## config.mk

```make
export PLATFORM = sky130hd
export DESIGN_NAME = uart_cmd_parser_flat
export DESIGN_NICKNAME = d
export VERILOG_FILES = /design/src/rtl/uart_cmd_parser_if.sv /design/src/rtl/uart_cmd_parser.sv /design/src/flat_wrapper.sv
export SDC_FILE = /design/constraint.sdc
export NUM_CORES = 1
export LEC_CHECK = 0
export CORE_MARGIN = 2
export CORE_UTILIZATION = 53
export DETAILED_ROUTE_END_ITERATION = 6
export PLACE_DENSITY = 0.76
export SYNTH_ARGS = -nofsm -noshare
export SYNTH_HDL_FRONTEND = slang
export SYNTH_SLANG_ARGS = --single-unit
```

## constraint.sdc

```tcl
create_clock -name clk -period 3.1 [get_ports clk]
set_clock_uncertainty 0.2 [all_clocks]
set_input_delay 0.465 -clock clk [delete_from_list [all_inputs] [get_ports clk]]
set_output_delay 0.465 -clock clk [all_outputs]
set_load 0.1 [all_outputs]
```

## src/rtl/uart_cmd_parser_if.sv

```systemverilog
// Interface: uart_cmd_parser_if
//
// Groups the byte input, command handshake and error/status signals of
// uart_cmd_parser.
//   master : parser side (consumes rx bytes, produces commands/errors)
//   slave  : environment side (UART receiver + command decoder)
//
// Signals
//   i_rx_data   [7:0]            received byte, qualified by i_rx_valid
//   i_rx_valid                   1-cycle strobe per received byte
//   o_cmd_data  [CMD_WIDTH-1:0]  assembled command word, right-aligned
//   o_cmd_valid                  command pending, held until accepted
//   i_cmd_ready                  consumer accepts on o_cmd_valid & i_cmd_ready
//   o_err                        1-cycle error pulse
//   o_err_code  [1:0]            1=bad char, 2=too many digits, 3=overrun
//   o_busy                       parser is not idle

interface uart_cmd_parser_if #(
  parameter int unsigned CMD_WIDTH = 32
);

  logic [7:0]           i_rx_data;
  logic                 i_rx_valid;
  logic [CMD_WIDTH-1:0] o_cmd_data;
  logic                 o_cmd_valid;
  logic                 i_cmd_ready;
  logic                 o_err;
  logic [1:0]           o_err_code;
  logic                 o_busy;

  modport master (
    input  i_rx_data,
    input  i_rx_valid,
    input  i_cmd_ready,
    output o_cmd_data,
    output o_cmd_valid,
    output o_err,
    output o_err_code,
    output o_busy
  );

  modport slave (
    output i_rx_data,
    output i_rx_valid,
    output i_cmd_ready,
    input  o_cmd_data,
    input  o_cmd_valid,
    input  o_err,
    input  o_err_code,
    input  o_busy
  );

endinterface

```

## src/rtl/uart_cmd_parser.sv

```systemverilog
// Module: uart_cmd_parser
//
// Assembles ASCII-hex command lines from received UART bytes into binary
// command words. A line of 1..NIB hex digits ended by CR or LF yields one
// command word on a valid/ready handshake. Bad characters, over-long lines
// and bytes arriving while a command is still pending raise a 1-cycle error.
//
// Ports
//   clk  : clock
//   rst  : synchronous, active-high reset
//   bus  : uart_cmd_parser_if.master (rx bytes, command handshake, err, busy)
//
// All outputs are registered.

module uart_cmd_parser #(
  parameter int unsigned CMD_WIDTH = 32
) (
  input  logic                   clk,
  input  logic                   rst,
  uart_cmd_parser_if.master      bus
);

  localparam int unsigned NIB   = CMD_WIDTH / 4;
  localparam int unsigned CNT_W = $clog2(NIB + 1);

  localparam logic [1:0] ERR_BAD_CHAR = 2'd1;
  localparam logic [1:0] ERR_TOO_LONG = 2'd2;
  localparam logic [1:0] ERR_OVERRUN  = 2'd3;

  typedef enum logic [1:0] {
    IDLE    = 2'd0,
    ACCUM   = 2'd1,
    DISCARD = 2'd2,
    HOLD    = 2'd3
  } state_e;

  state_e               state_q,     state_d;
  logic [CMD_WIDTH-1:0] acc_q,       acc_d;
  logic [CNT_W-1:0]     cnt_q,       cnt_d;
  logic [CMD_WIDTH-1:0] cmd_data_q,  cmd_data_d;
  logic                 cmd_valid_q, cmd_valid_d;
  logic                 err_q,       err_d;
  logic [1:0]           err_code_q,  err_code_d;
  logic                 busy_q,      busy_d;

  logic [7:0]           rx_byte;
  logic                 is_hex;
  logic                 is_term;
  logic [3:0]           nib;
  logic                 idle_rules;

  assign rx_byte = bus.i_rx_data;

  // Byte classification and hex digit value
  always_comb begin
    is_hex  = 1'b0;
    nib     = 4'h0;
    is_term = (rx_byte == 8'h0D) || (rx_byte == 8'h0A);
    if (rx_byte >= 8'h30 && rx_byte <= 8'h39) begin
      is_hex = 1'b1;
      nib    = 4'(rx_byte - 8'h30);
    end else if (rx_byte >= 8'h41 && rx_byte <= 8'h46) begin
      is_hex = 1'b1;
      nib    = 4'(rx_byte - 8'h37);
    end else if (rx_byte >= 8'h61 && rx_byte <= 8'h66) begin
      is_hex = 1'b1;
      nib    = 4'(rx_byte - 8'h57);
    end
  end

  // Next-state and output logic
  always_comb begin
    state_d     = state_q;
    acc_d       = acc_q;
    cnt_d       = cnt_q;
    cmd_data_d  = cmd_data_q;
    cmd_valid_d = cmd_valid_q;
    err_d       = 1'b0;
    err_code_d  = err_code_q;
    idle_rules  = 1'b0;

    case (state_q)
      IDLE: begin
        idle_rules = 1'b1;
      end

      ACCUM: begin
        if (bus.i_rx_valid) begin
          if (is_hex) begin
            if (cnt_q < CNT_W'(NIB)) begin
              acc_d = (acc_q << 4) | CMD_WIDTH'(nib);
              cnt_d = cnt_q + CNT_W'(1);
            end else begin
              err_d      = 1'b1;
              err_code_d = ERR_TOO_LONG;
              state_d    = DISCARD;
            end
          end else if (is_term) begin
            cmd_data_d  = acc_q;
            cmd_valid_d = 1'b1;
            state_d     = HOLD;
          end else begin
            err_d      = 1'b1;
            err_code_d = ERR_BAD_CHAR;
            state_d    = DISCARD;
          end
        end
      end

      // Drop the rest of a bad line silently until its terminator
      DISCARD: begin
        if (bus.i_rx_valid && is_term) begin
          state_d = IDLE;
          acc_d   = '0;
          cnt_d   = '0;
        end
      end

      HOLD: begin
        if (bus.i_cmd_ready) begin
          cmd_valid_d = 1'b0;
          acc_d       = '0;
          cnt_d       = '0;
          state_d     = IDLE;
          // A byte in the accept cycle starts the next line immediately
          idle_rules  = 1'b1;
        end else if (bus.i_rx_valid) begin
          err_d      = 1'b1;
          err_code_d = ERR_OVERRUN;
        end
      end

      default: begin
        state_d = IDLE;
        acc_d   = '0;
        cnt_d   = '0;
      end
    endcase

    // IDLE byte handling; terminators on an empty line are ignored
    if (idle_rules && bus.i_rx_valid) begin
      if (is_hex) begin
        acc_d   = CMD_WIDTH'(nib);
        cnt_d   = CNT_W'(1);
        state_d = ACCUM;
      end else if (!is_term) begin
        err_d      = 1'b1;
        err_code_d = ERR_BAD_CHAR;
        state_d    = DISCARD;
      end
    end

    busy_d = (state_d != IDLE);
  end

  // State and output registers
  always_ff @(posedge clk) begin
    if (rst) begin
      state_q     <= IDLE;
      acc_q       <= '0;
      cnt_q       <= '0;
      cmd_data_q  <= '0;
      cmd_valid_q <= 1'b0;
      err_q       <= 1'b0;
      err_code_q  <= 2'd0;
      busy_q      <= 1'b0;
    end else begin
      state_q     <= state_d;
      acc_q       <= acc_d;
      cnt_q       <= cnt_d;
      cmd_data_q  <= cmd_data_d;
      cmd_valid_q <= cmd_valid_d;
      err_q       <= err_d;
      err_code_q  <= err_code_d;
      busy_q      <= busy_d;
    end
  end

  assign bus.o_cmd_data  = cmd_data_q;
  assign bus.o_cmd_valid = cmd_valid_q;
  assign bus.o_err       = err_q;
  assign bus.o_err_code  = err_code_q;
  assign bus.o_busy      = busy_q;

endmodule
```

## src/flat_wrapper.sv

```systemverilog
// flat-port wrapper written by rule: the top's interface ports become plain ports
module uart_cmd_parser_flat 
#(
  parameter int unsigned CMD_WIDTH = 32
)
  (clk, rst, bus_i_rx_data, bus_i_rx_valid, bus_i_cmd_ready, bus_o_cmd_data, bus_o_cmd_valid, bus_o_err, bus_o_err_code, bus_o_busy);
  uart_cmd_parser_if #(.CMD_WIDTH(CMD_WIDTH)) bus_i ();
  input  logic clk;
  input  logic rst;
  input wire logic [$bits(bus_i.i_rx_data)-1:0] bus_i_rx_data;
  input wire logic [$bits(bus_i.i_rx_valid)-1:0] bus_i_rx_valid;
  input wire logic [$bits(bus_i.i_cmd_ready)-1:0] bus_i_cmd_ready;
  output wire logic [$bits(bus_i.o_cmd_data)-1:0] bus_o_cmd_data;
  output wire logic [$bits(bus_i.o_cmd_valid)-1:0] bus_o_cmd_valid;
  output wire logic [$bits(bus_i.o_err)-1:0] bus_o_err;
  output wire logic [$bits(bus_i.o_err_code)-1:0] bus_o_err_code;
  output wire logic [$bits(bus_i.o_busy)-1:0] bus_o_busy;
  assign bus_i.i_rx_data = bus_i_rx_data;
  assign bus_i.i_rx_valid = bus_i_rx_valid;
  assign bus_i.i_cmd_ready = bus_i_cmd_ready;
  assign bus_o_cmd_data = bus_i.o_cmd_data;
  assign bus_o_cmd_valid = bus_i.o_cmd_valid;
  assign bus_o_err = bus_i.o_err;
  assign bus_o_err_code = bus_i.o_err_code;
  assign bus_o_busy = bus_i.o_busy;
  uart_cmd_parser #(.CMD_WIDTH(CMD_WIDTH)) u_core (.clk(clk), .rst(rst), .bus(bus_i));
endmodule
```

Word-level counts from Yosys, hierarchy flattened
Index checks and enable logic that the tools add are counted. Widths: inputs -> output; s select.

Reductions and logical operators: 11. Add/subtract/negate cells: 4. Mux-type cells: 59. Equal/unequal tests: 9. $lt $le $gt $ge: 7. Bitwise logic cells: 2.

Operators with widths (count): $mux 32 (7); $pmux 32 s3 (1); $mux 4 (10); $mux 2 (17); $or 32x4->32 (1); $mux 1 (18); $eq 8x4->1 const B (2); $ge 8x7->1 const B (2); $le 8x7->1 const B (2); $pmux 4 s3 (1); $ge 8x6->1 const B (1); $le 8x6->1 const B (1); $sub 4x3->4 const B (2); $ne 2x2->1 const B (3); $pmux 1 s2 (3); $pmux 2 s3 (1); $logic_and 1x1->1 (5); $reduce_and 5->1 (1); $add 4x1->4 const B (1); $eq 2x2->1 const B (2); $lt 4x4->1 const B (1); $pmux 2 s2 (1); $reduce_and 4->1 (1); $reduce_bool 2->1 (2); other kinds (6) (6).

Bits in registers: 75. Output and inout bits: 37. Word-level logic and storage cells: 100. Input port bits: 12.

Longest topological paths before layout
Gate-level depths: netlist of run 1.

Depth in word-level cells: 12. Depth in mapped cells: 10.

Worst setup path after synthesis of run 1
No wires, ideal clock.

Kind: input-to-reg. From: input port bus_i_rx_data[0]. To: register u_core.acc_q[28]. Data arrival time: 2.258 ns. Stages: 10. Library setup time: 0.117 ns. Setup slack: 0.526 ns. Required time: 2.783 ns. Buffers on the path: 3. Path through: inv_1 ha_1 or4b_4 o2111ai_1 o211a_1 buf_6 nor4b_4 buf_4 buf_12 a22o_1.

Word-level cells in the longest chain between the ends: 10. Elaborated cells between the ends (all ways): 22. Those cells by class: order compare: 6; eq/ne: 2; mux: 9; reduce/logical: 5.

Ends and longest elaborated chain: start: declaration (line flat_wrapper.sv:10) `input wire logic [$bits(bus_i.i_rx_data)-1:0] bus_i_rx_data;`; $ge 8x7->1 or $le 8x7->1 (tied branches) (line uart_cmd_parser.sv:65) `end else if (rx_byte >= 8'h61 && rx_byte <= 8'h66) begin`; $logic_and 1x1->1 (line uart_cmd_parser.sv:65); $mux 1 (line uart_cmd_parser.sv:65); $mux 1 (line uart_cmd_parser.sv:62) `end else if (rx_byte >= 8'h41 && rx_byte <= 8'h46) begin`; $mux 1 (line uart_cmd_parser.sv:59) `if (rx_byte >= 8'h30 && rx_byte <= 8'h39) begin`; $mux 32 (line uart_cmd_parser.sv:89) `if (is_hex) begin`; $mux 32 (line uart_cmd_parser.sv:88) `if (bus.i_rx_valid) begin`; $pmux 32 s3 (line uart_cmd_parser.sv:82) `case (state_q)`; $mux 32 (line uart_cmd_parser.sv:142) `if (is_hex) begin`; $mux 32 * (line uart_cmd_parser.sv:141) `if (idle_rules && bus.i_rx_valid) begin`; end signal: assignment (line uart_cmd_parser.sv:160) `acc_q <= '0;`; end signal: assignment (line uart_cmd_parser.sv:169) `acc_q <= acc_d;`; end: declaration (line uart_cmd_parser.sv:38) `logic [CMD_WIDTH-1:0] acc_q, acc_d;`.

Mark *: on every way between the ends. The rest lies on a longest branch, timed or not. A chain may end at the register's enable or synchronous reset.

Worst setup path after layout of run 1
From: input port bus_i_rx_data[0]. To: register u_core.acc_q[26].

The elaborated chain is that of the path after synthesis.

==> results_dict.tcl, run 1 <==
set metrics [dict create \
    status "completed" \
    yosys.cell_types.count 58 \
    maxSlewViolCount 0 \
    nets 424 \
    ys.flop_type "dfxtp_1" \
    gp_congestion 0.889 \
    fin_crit_sh_pct 93.7 \
    drc 0 \
    total_power_mw 2.00 \
    fmax_mhz 344 \
    powerDensity_mw_per_mm2 501 \
    netSwitchingPower_mw 0.537 \
    cts_resized 0 \
    drv_cap 0 \
    p_int_mw 1.46 \
    fin_crit_ns 2.91 \
    placementRows 28 \
    sequentialPowerShare_pct 49.0 \
    slowest_stage "nor4b_4" \
    cts_sinks 75 \
    slew_headroom_pct 45.3 \
    finalInstanceArea_mm2 0.00399 \
    ys_ff_latch 75 \
    cp_slowest_stage_delay_ns 0.70 \
    antenna_found_initial 0 \
    finalSetupTns_ns 0 \
    ios 49 \
    gr-usage-all-layers_pct 22.2 \
    cts_buffers 9 \
    die_x_um 81.8 \
    finalHoldViolCount 0 \
    dpl.cell_count 467 \
    ant_nets 0 \
    finalSetupViolations 0 \
    hold_path_class "flop to flop" \
    drt_wl_total_um 7030 \
    layout_common_cells "nand2_1 (77), dfxtp_1 (75), buf_4 (60), a21oi_1 (44), a22o_1 (27)" \
    netlist_area_mm2 0.00321 \
    port_buffers 48 \
    cts_max_path_buffers 2 \
    cp.arrival_ns 3.00 \
    syn_nets 361 \
    required_ns 3.19 \
    path_max_fanout 15 \
    irDropWorstVdd_mv 0.294 \
    die_y_um 81.8 \
    switching_share_pct 26.9 \
    yosysWarnings 0 \
    avgRoutedWirePerCell_um 14.6 \
    dieArea_mm2 0.00669 \
    end_kind "flop" \
    crit_chain "clkdlybuf4s50_1 -> ha_1 -> o21bai_1 -> a2111o_1 -> o211a_1 -> nor4b_4 -> buf_12 -> a22o_1" \
    start_util_pct 54.5 \
    clockPowerShare_pct 39.7 \
    dr_total_vias 2640 \
    grt_pass1_wl_um 11300 \
    grt_overflow_total 0 \
    fin_cells 483 \
    grt_max_degree 45 \
    placed_cell_area_mm2 0.00377 \
    start_kind "primary input" \
    ctsHtreeMaxLevel 3 \
    core_mm2 0.00589 \
    num_antenna_cells 0 \
    clk_pin_slew_ns 0.08 \
    yosysSeqAreaShare_pct 46.8 \
    cts_tree "built" \
    postCtsSetupRepairBufs 0 \
    leakage_nw 1.53 \
    clockRootBuffer "clkbuf_8" \
    grt_pass1_vias 2432 \
    tightest_slew_ns 0.818 \
    post-route-util_pct 67.7 \
    hold_buffers 0 \
    clock_latency_ns 0.34 \
    synthArstFlopShare_pct 0 \
    syn_area_per_cell_um2 9.43 \
    combPwrFrac_pct 11.3 \
    first_iter_violations 173 \
    post-dp-hpwl_um 4790 \
    crit_type "primary input to flop" \
    rsz0062_at_grt "false" \
    synth_edf_count 0 \
    routed_via_density 5.47 \
    first_pass_iters 4 \
    final_common_cell "nand2_1" \
    syn-instance-count 340 \
    area_growth_pct 24.3 \
    drive_gt1_share_pct 23.8 \
]
worst max-delay path, delay by kind of cell:
kind,cells,cell delay (ns)
buffers and inverters,2,0.75
adders and majority gates,1,0.22
AOI/OAI and AO/OA,4,0.86
and+or+nand+nor,1,0.70
routing by layer:
metal / vias to the layer above / GRT usage (%) / part of all wire, %
li1: 1342 / - / -
met5: - / 0 / 0
met1: 1236 / 30.1 / 49
met4: 0 / 10.2 / 1.2
met2: 54 / 33.9 / 46
met3: 8 / 4.51 / 4.2
stage by stage:
stage	hold WS [ns]	setup WS (ns)
floorplan	0.232	0.526
global placement	0.244	-0.135
detailed placement	0.244	-0.203
CTS	0.254	0.141
global route	0.268	0.0136
finish	0.255	0.194
cells in the mapped netlist, drive strengths merged (2+ instances only):
cell,instances,share of area (%)
o21ai,8,1.4
ha,9,3.5
or4b,4,1.4
a21oi,44,6.9
nand3,5,0.78
o2bb2ai,4,1.1
o211ai,3,1.1
clkbuf,14,2.3
inv,8,0.94
o2111ai,3,1.4
dfxtp,75,47
nand2,77,9.0
o21bai,2,0.47
nor2b,2,0.39
nor4b,2,1.2
nor2,4,0.47
buf,9,3.0
a31oi,6,1.2
a211o,2,0.55
and3,4,0.82
a2111oi,2,1.1
a22o,29,8.0
xor2,2,0.55
flip-flops by register name, indices dropped and copies added, names as in the netlist:
signal and count:
u_core.acc_q 32, u_core.bus.o_cmd_data 32, u_core.cnt_q 4, u_core.bus.o_err_code 2
u_core.state_q 2, u_core.bus.o_busy 1, u_core.bus.o_cmd_valid 1, u_core.bus.o_err 1
worst paths after layout:
kind                           from                         to  slack (ns)  cells after the start
setup reg to reg  u_core.state_q[0]           u_core.acc_q[26]        0.29                      6
hold reg to reg    u_core.acc_q[31]  u_core.bus.o_cmd_data[31]        0.25                      2
setup / recovery   bus_i_rx_data[0]           u_core.acc_q[26]        0.19                      8
hold / removal     u_core.acc_q[31]  u_core.bus.o_cmd_data[31]        0.25                      2
layout make-up:
type / instances / area (um2)
fillers: 481 / 1900
multi-input cells: 234 / 1510
flip-flops and latches: 75 / 1500
repair buffers: 75 / 641
clock buffers: 10 / 138
well taps: 75 / 93.8
clock inverters: 6 / 72.6
inverters: 8 / 30.0
power groups by stage:
| stage | clock [mW] | sequential (mW) | combinational (mW) |
|---|---|---|---|
| after CTS | 0.806 | 0.978 | 0.226 |
| after floorplan | 0 | 1.04 | 0.122 |
| after global placement | 0 | 1.00 | 0.222 |
| after global routing | 0.847 | 0.980 | 0.243 |
| final | 0.793 | 0.978 | 0.226 |
| after detailed placement | 0 | 1.00 | 0.225 |
cells by family after synthesis:
logic type / after synthesis / share of synthesized area, %
compound gates: 113 / 25.8
simple gates: 107 / 16.2
flops: 75 / 46.8
buf+inv: 31 / 6.20
fa+ha+maj: 9 / 3.51
xor+xnor: 3 / 0.820
mux: 2 / 0.663
No activity file was read; power rests on OpenSTA's default activity.
==> run 2: changes to the inputs <==
--- a/config.mk
+++ b/config.mk
@@ -5,7 +5,7 @@
 export SDC_FILE = /design/constraint.sdc
 export NUM_CORES = 1
 export LEC_CHECK = 0
-export CORE_MARGIN = 2
+export CORE_MARGIN = 4
 export CORE_UTILIZATION = 53
 export DETAILED_ROUTE_END_ITERATION = 6
 export PLACE_DENSITY = 0.76
==> run 2 against run 1 <==
Net effect: critical path depth is 2 higher; global-route usage is 1.5 points lower; sequential power hardly changed; fmax is 1.8% higher; sequential cell count stayed put; routed wire length is 0.33% lower; hold slack better by 0.0025 ns; highest routed layer unchanged; core utilization is 0.47 points lower; sequential share of layout area is 0.26 points higher; cell count is 0.41% lower.
==> results_dict.tcl, run 2 (same netlist as run 1, synthesis figures left out) <==
set metrics [dict create \
    port_buffers 48 \
    cts_max_path_buffers 2 \
    grt_max_degree 45 \
    die_y_um 85.8 \
    leakage_nw 1.53 \
    area_growth_pct 23.4 \
    post-dp-hpwl_um 4910 \
    placementRows 28 \
    status "completed" \
    cp.arrival_ns 2.93 \
    path_buf_inv 4 \
    final_common_cell "nand2_1" \
    tightest_slew_ns 0.691 \
    grt_overflow_total 0 \
    finalHoldViolCount 0 \
    fin_crit_ns 2.85 \
    nets 422 \
    dieArea_mm2 0.00736 \
    cp_top_family "buffers and inverters" \
    clk_pin_slew_ns 0.08 \
    num_antenna_cells 0 \
    ios 49 \
    total_power_mw 2.03 \
    rsz0062_at_grt "false" \
    drive_gt1_share_pct 23.2 \
    routed_via_density 5.59 \
    drc 0 \
    multiInputGateArea_mm2 0.00151 \
    avgRoutedWirePerCell_um 14.6 \
    start_kind "primary input" \
    layout_common_cells "nand2_1 (77), dfxtp_1 (75), buf_4 (60), a21oi_1 (44), a22o_1 (27)" \
    fin_ws_ns 0.246 \
    end_kind "flop" \
    slowest_stage "or4b_4" \
    core_mm2 0.00589 \
    cts_buffers 9 \
    antenna_found_initial 0 \
    powerDensity_mw_per_mm2 513 \
    dr_total_vias 2687 \
    critPathLaunch "bus_i_rx_data[1]" \
    first_iter_violations 168 \
    path_max_fanout 33 \
    cts_resized 0 \
    crit_chain "clkdlybuf4s50_1 -> inv_1 -> ha_1 -> or4b_4 -> o2111ai_1 -> buf_4 -> o211ai_4 -> a2111oi_4 -> buf_12 -> a22o_1" \
    hold_path_class "flop to flop" \
    finalInstanceArea_mm2 0.00396 \
    postCtsSetupRepairBufs 0 \
    required_ns 3.18 \
    irDropWorstVdd_mv 0.335 \
    maxSlewViolCount 0 \
    die_x_um 85.8 \
    holdCritStartpoint "u_core.bus.o_cmd_data[29]" \
    ff_latch_area_mm2 0.00150 \
    ctsHtreeMaxLevel 3 \
    grt_pass1_vias 2648 \
    grt_pass1_wl_um 12300 \
    ant_nets 0 \
    crit_type "primary input to flop" \
    cts_sinks 75 \
    fmax_mhz 350 \
    cts_tree "built" \
    gp_congestion 0.903 \
    fin_crit_sh_pct 92.1 \
    first_pass_iters 4 \
    drt_wl_total_um 7010 \
    gr-usage-all-layers_pct 20.6 \
    dpl_worst_slack_ns -0.0823 \
    finalSetupViolations 0 \
    fillers 478 \
    drv_cap 0 \
    hold_buffers 0 \
    cp_slowest_stage_delay_ns 0.51 \
    clockRootBuffer "clkbuf_8" \
    slew_headroom_pct 53.5 \
    start_util_pct 54.5 \
    placed_cell_area_mm2 0.00373 \
    rr_startpoint "u_core.state_q[0]" \
    clock_latency_ns 0.34 \
]
[run 2: layout make-up]
type | instances | area share [%]
multi-input combinational | 234 | 38.1
tap | 75 | 2.37
clock buffer | 10 | 3.22
sequential | 75 | 37.9
inverter | 8 | 0.759
clock inverter | 6 | 2.40
timing repair buffer | 73 | 15.2
[run 2: where the power goes]
part | internal (mW) | total (mW) | switching [mW]
sequential | 0.971 | 0.978 | 0.00675
clock | 0.462 | 0.830 | 0.368
combinational | 0.0838 | 0.224 | 0.140
total | 1.52 | 2.03 | 0.514
[run 2: worst min-delay path, stage by stage, from the launching register on]
cell and delay, ns:
dfxtp_1 0.31, nand2_1 0.05, a21oi_1 0.05
[run 2: stage by stage]
stage / instances / TNS [ns] / hold slack, ns / utilization [%]
2_1_floorplan: 340 / 0 / 0.232 / -
3_3_place_gp: 465 / -0.151 / 0.243 / 63.5
3_5_place_dp: 465 / -2.01 / 0.247 / 63.5
4_1_cts: 481 / 0 / 0.259 / 67.2
5_1_grt: 481 / 0 / 0.286 / 67.2
6_report: 481 / 0 / 0.257 / 67.2
[run 2: final timing paths]
kind / end / cells after the start / slack (ns)
max: u_core.acc_q[6] / 10 / 0.25
min: u_core.bus.o_cmd_data[29] / 2 / 0.26
max reg2reg: u_core.acc_q[14] / 6 / 0.44
min reg2reg: u_core.bus.o_cmd_data[29] / 2 / 0.26
[run 2: metal layers]
layer | global-route usage (%) | up-vias | wire, um
li1 | - | 1342 | -
met1 | 28.0 | 1263 | 3310
met2 | 32.5 | 71 | 3240
met3 | 4.61 | 11 | 359
met4 | 7.19 | 0 | 104
met5 | 0 | - | 0
==> run 3: changes to the inputs <==
--- a/config.mk
+++ b/config.mk
@@ -6,9 +6,9 @@
 export NUM_CORES = 1
 export LEC_CHECK = 0
 export CORE_MARGIN = 4
-export CORE_UTILIZATION = 53
+export CORE_UTILIZATION = 57
 export DETAILED_ROUTE_END_ITERATION = 6
-export PLACE_DENSITY = 0.76
+export PLACE_DENSITY = 0.81
 export SYNTH_ARGS = -nofsm -noshare
 export SYNTH_HDL_FRONTEND = slang
 export SYNTH_SLANG_ARGS = --single-unit
==> constraint.sdc (replaced) <==
create_clock -name clk -period 3.6 [get_ports clk]
set_clock_uncertainty 0.2 [all_clocks]
set_input_delay 0.54 -clock clk [delete_from_list [all_inputs] [get_ports clk]]
set_output_delay 0.54 -clock clk [all_outputs]
set_load 0.1 [all_outputs]
==> run 3 against run 2 <==
Net effect: sequential share of layout area increased by 0.62 points; die area decreased by 6.4%; register-to-register slack improved by 0.21 ns; cell count decreased by 4.2%; sequential power decreased by 14%; hold slack about the same; core utilization increased by 3.9 points; combinational power decreased by 20%; sequential cell count unchanged; clock power decreased by 18%; critical path type unchanged; largest cell class unchanged; largest power group unchanged.
==> results_dict.tcl, run 3 (same netlist as run 1, synthesis figures left out) <==
set metrics [dict create \
    cts_max_path_buffers 2 \
    ant_nets 0 \
    fin_crit_sh_pct 83.9 \
    holdCritStartpoint "u_core.bus.o_cmd_data[3]" \
    met3_usage_pct 4.46 \
    irDropWorstVdd_mv 0.332 \
    first_pass_iters 4 \
    rr_startpoint "u_core.state_q[1]" \
    grt_use_met2_pct 31.6 \
    grt_pass1_wl_um 11600 \
    nets 405 \
    ctsHtreeMaxLevel 3 \
    hold_depth 2 \
    status "completed" \
    reg2reg_slack_ns 0.65 \
    crit_chain "clkdlybuf4s50_1 -> nor4b_2 -> o2111ai_1 -> o211a_1 -> nor4b_4 -> buf_4 -> a22o_1" \
    slew_headroom_pct 34.3 \
    cp.arrival_ns 3.11 \
    ios 49 \
    cts_resized 0 \
    core_mm2 0.00547 \
    cts_tree "built" \
    postCtsSetupRepairBufs 0 \
    hold_path_class "flop to flop" \
    finalHoldViolCount 0 \
    placementRows 27 \
    dpl_worst_slack_ns 0.247 \
    cts_sinks 75 \
    drc 0 \
    first_iter_violations 182 \
    start_util_pct 58.6 \
    cts_buffers 9 \
    powerDensity_mw_per_mm2 437 \
    fmax_mhz 331 \
    cp_top_family "buffers and inverters" \
    die_x_um 83.0 \
    drv_cap 0 \
    gr-usage-all-layers_pct 20.1 \
    post-dp-hpwl_um 4590 \
    final_common_cell "nand2_1" \
    clock_latency_ns 0.35 \
    rsz0062_at_grt "false" \
    use_met1_pct 27.0 \
    top_usage_layer "met2" \
    finalSetupViolations 0 \
    clk_pin_slew_ns 0.08 \
    port_buffers 48 \
    timing.rr.end "u_core.acc_q[25]" \
    path_buf_inv 2 \
    antenna_found_initial 0 \
    maxSlewViolCount 0 \
    hold_buffers 0 \
    path_max_fanout 21 \
    cp_slowest_stage_delay_ns 0.61 \
    required_ns 3.69 \
    fin_ws_ns 0.581 \
    slowest_stage "clkdlybuf4s50_1" \
    min_to "u_core.bus.o_cmd_data[3]" \
    fin_crit_ns 3.02 \
    avgRoutedWirePerCell_um 14.4 \
    finalSetupTns_ns 0 \
    drive_gt1_share_pct 10.5 \
    grt_max_degree 45 \
    tightest_slew_ns 0.982 \
    dr_total_vias 2589 \
    dieArea_mm2 0.00689 \
    num_antenna_cells 0 \
    fillers 436 \
    die_y_um 83.0 \
    grt_overflow_total 0 \
    layout_common_cells "nand2_1 (77), dfxtp_1 (75), clkdlybuf4s50_1 (48), a21oi_1 (44), a22o_1 (27)" \
    grt_pass1_vias 2469 \
    crit_type "primary input to flop" \
    drt_wl_total_um 6650 \
    leakage_nw 1.37 \
    clockRootBuffer "clkbuf_8" \
    gp_congestion 0.922 \
    start_kind "primary input" \
    reg2regPathDepth 7 \
    area_growth_pct 21.4 \
    end_kind "flop" \
    routed_via_density 5.62 \
]
## run 3: cell types whose count changed in the layout (fill, tap and decap cells not counted), sizes merged
| cell | change |
|---|---|
| buf | -54 |
| bufinv | -1 |
| clkdlybuf4s50 | +37 |
| clkinv | +1 |
## run 3: layer usage
| layer | wire (um) | part of all wire (%) | vias to the layer above |
|---|---|---|---|
| met5 | 0 | 0 | - |
| li1 | - | - | 1314 |
| met1 | 3130 | 47 | 1208 |
| met3 | 322 | 4.8 | 8 |
| met4 | 102 | 1.5 | 0 |
| met2 | 3090 | 47 | 59 |
## run 3: stage by stage
stage / total power, mW / cell area, um2 / cells / utilization (%) / hold slack (ns)
floorplan: 1.00 / 3210 / 340 / - / 0.232
global placement: 1.04 / 3680 / 445 / 67.3 / 0.244
detailed placement: 1.04 / 3680 / 445 / 67.3 / 0.247
CTS: 1.71 / 3890 / 461 / 71.1 / 0.258
global route: 1.76 / 3890 / 461 / 71.1 / 0.278
finish: 1.70 / 3890 / 461 / 71.1 / 0.257
## run 3: cell type report
cell class	count	area (um2)	area share [%]
tap	72	90.1	2.31
inverter	8	30.0	0.771
clock buffer	10	138	3.53
multi-input combinational	234	1510	38.8
sequential	75	1500	38.6
clock inverter	6	72.6	1.86
timing repair buffer	56	553	14.2
## run 3: power by group
part / total [mW] / internal [mW] / switching (mW)
sequential: 0.842 / 0.836 / 0.00573
combinational: 0.180 / 0.0631 / 0.117
clock: 0.680 / 0.348 / 0.332
total: 1.70 / 1.25 / 0.455
## run 3: worst max-delay path by stage
stage                      from               end  cells after the start
2_1_floorplan  bus_i_rx_data[0]  u_core.acc_q[28]                     10
3_3_place_gp   bus_i_rx_data[1]   u_core.acc_q[9]                      9
3_5_place_dp   bus_i_rx_data[6]  u_core.acc_q[25]                      7
4_1_cts        bus_i_rx_data[6]  u_core.acc_q[18]                      7
5_1_grt        bus_i_rx_data[6]  u_core.acc_q[19]                      7
6_report       bus_i_rx_data[6]  u_core.acc_q[25]                      7
## run 3: tightest hold or removal path, stage by stage, from the launching register on
cell	delay [ns]
dfxtp_1	0.31
nand2_1	0.05
a21oi_1	0.05
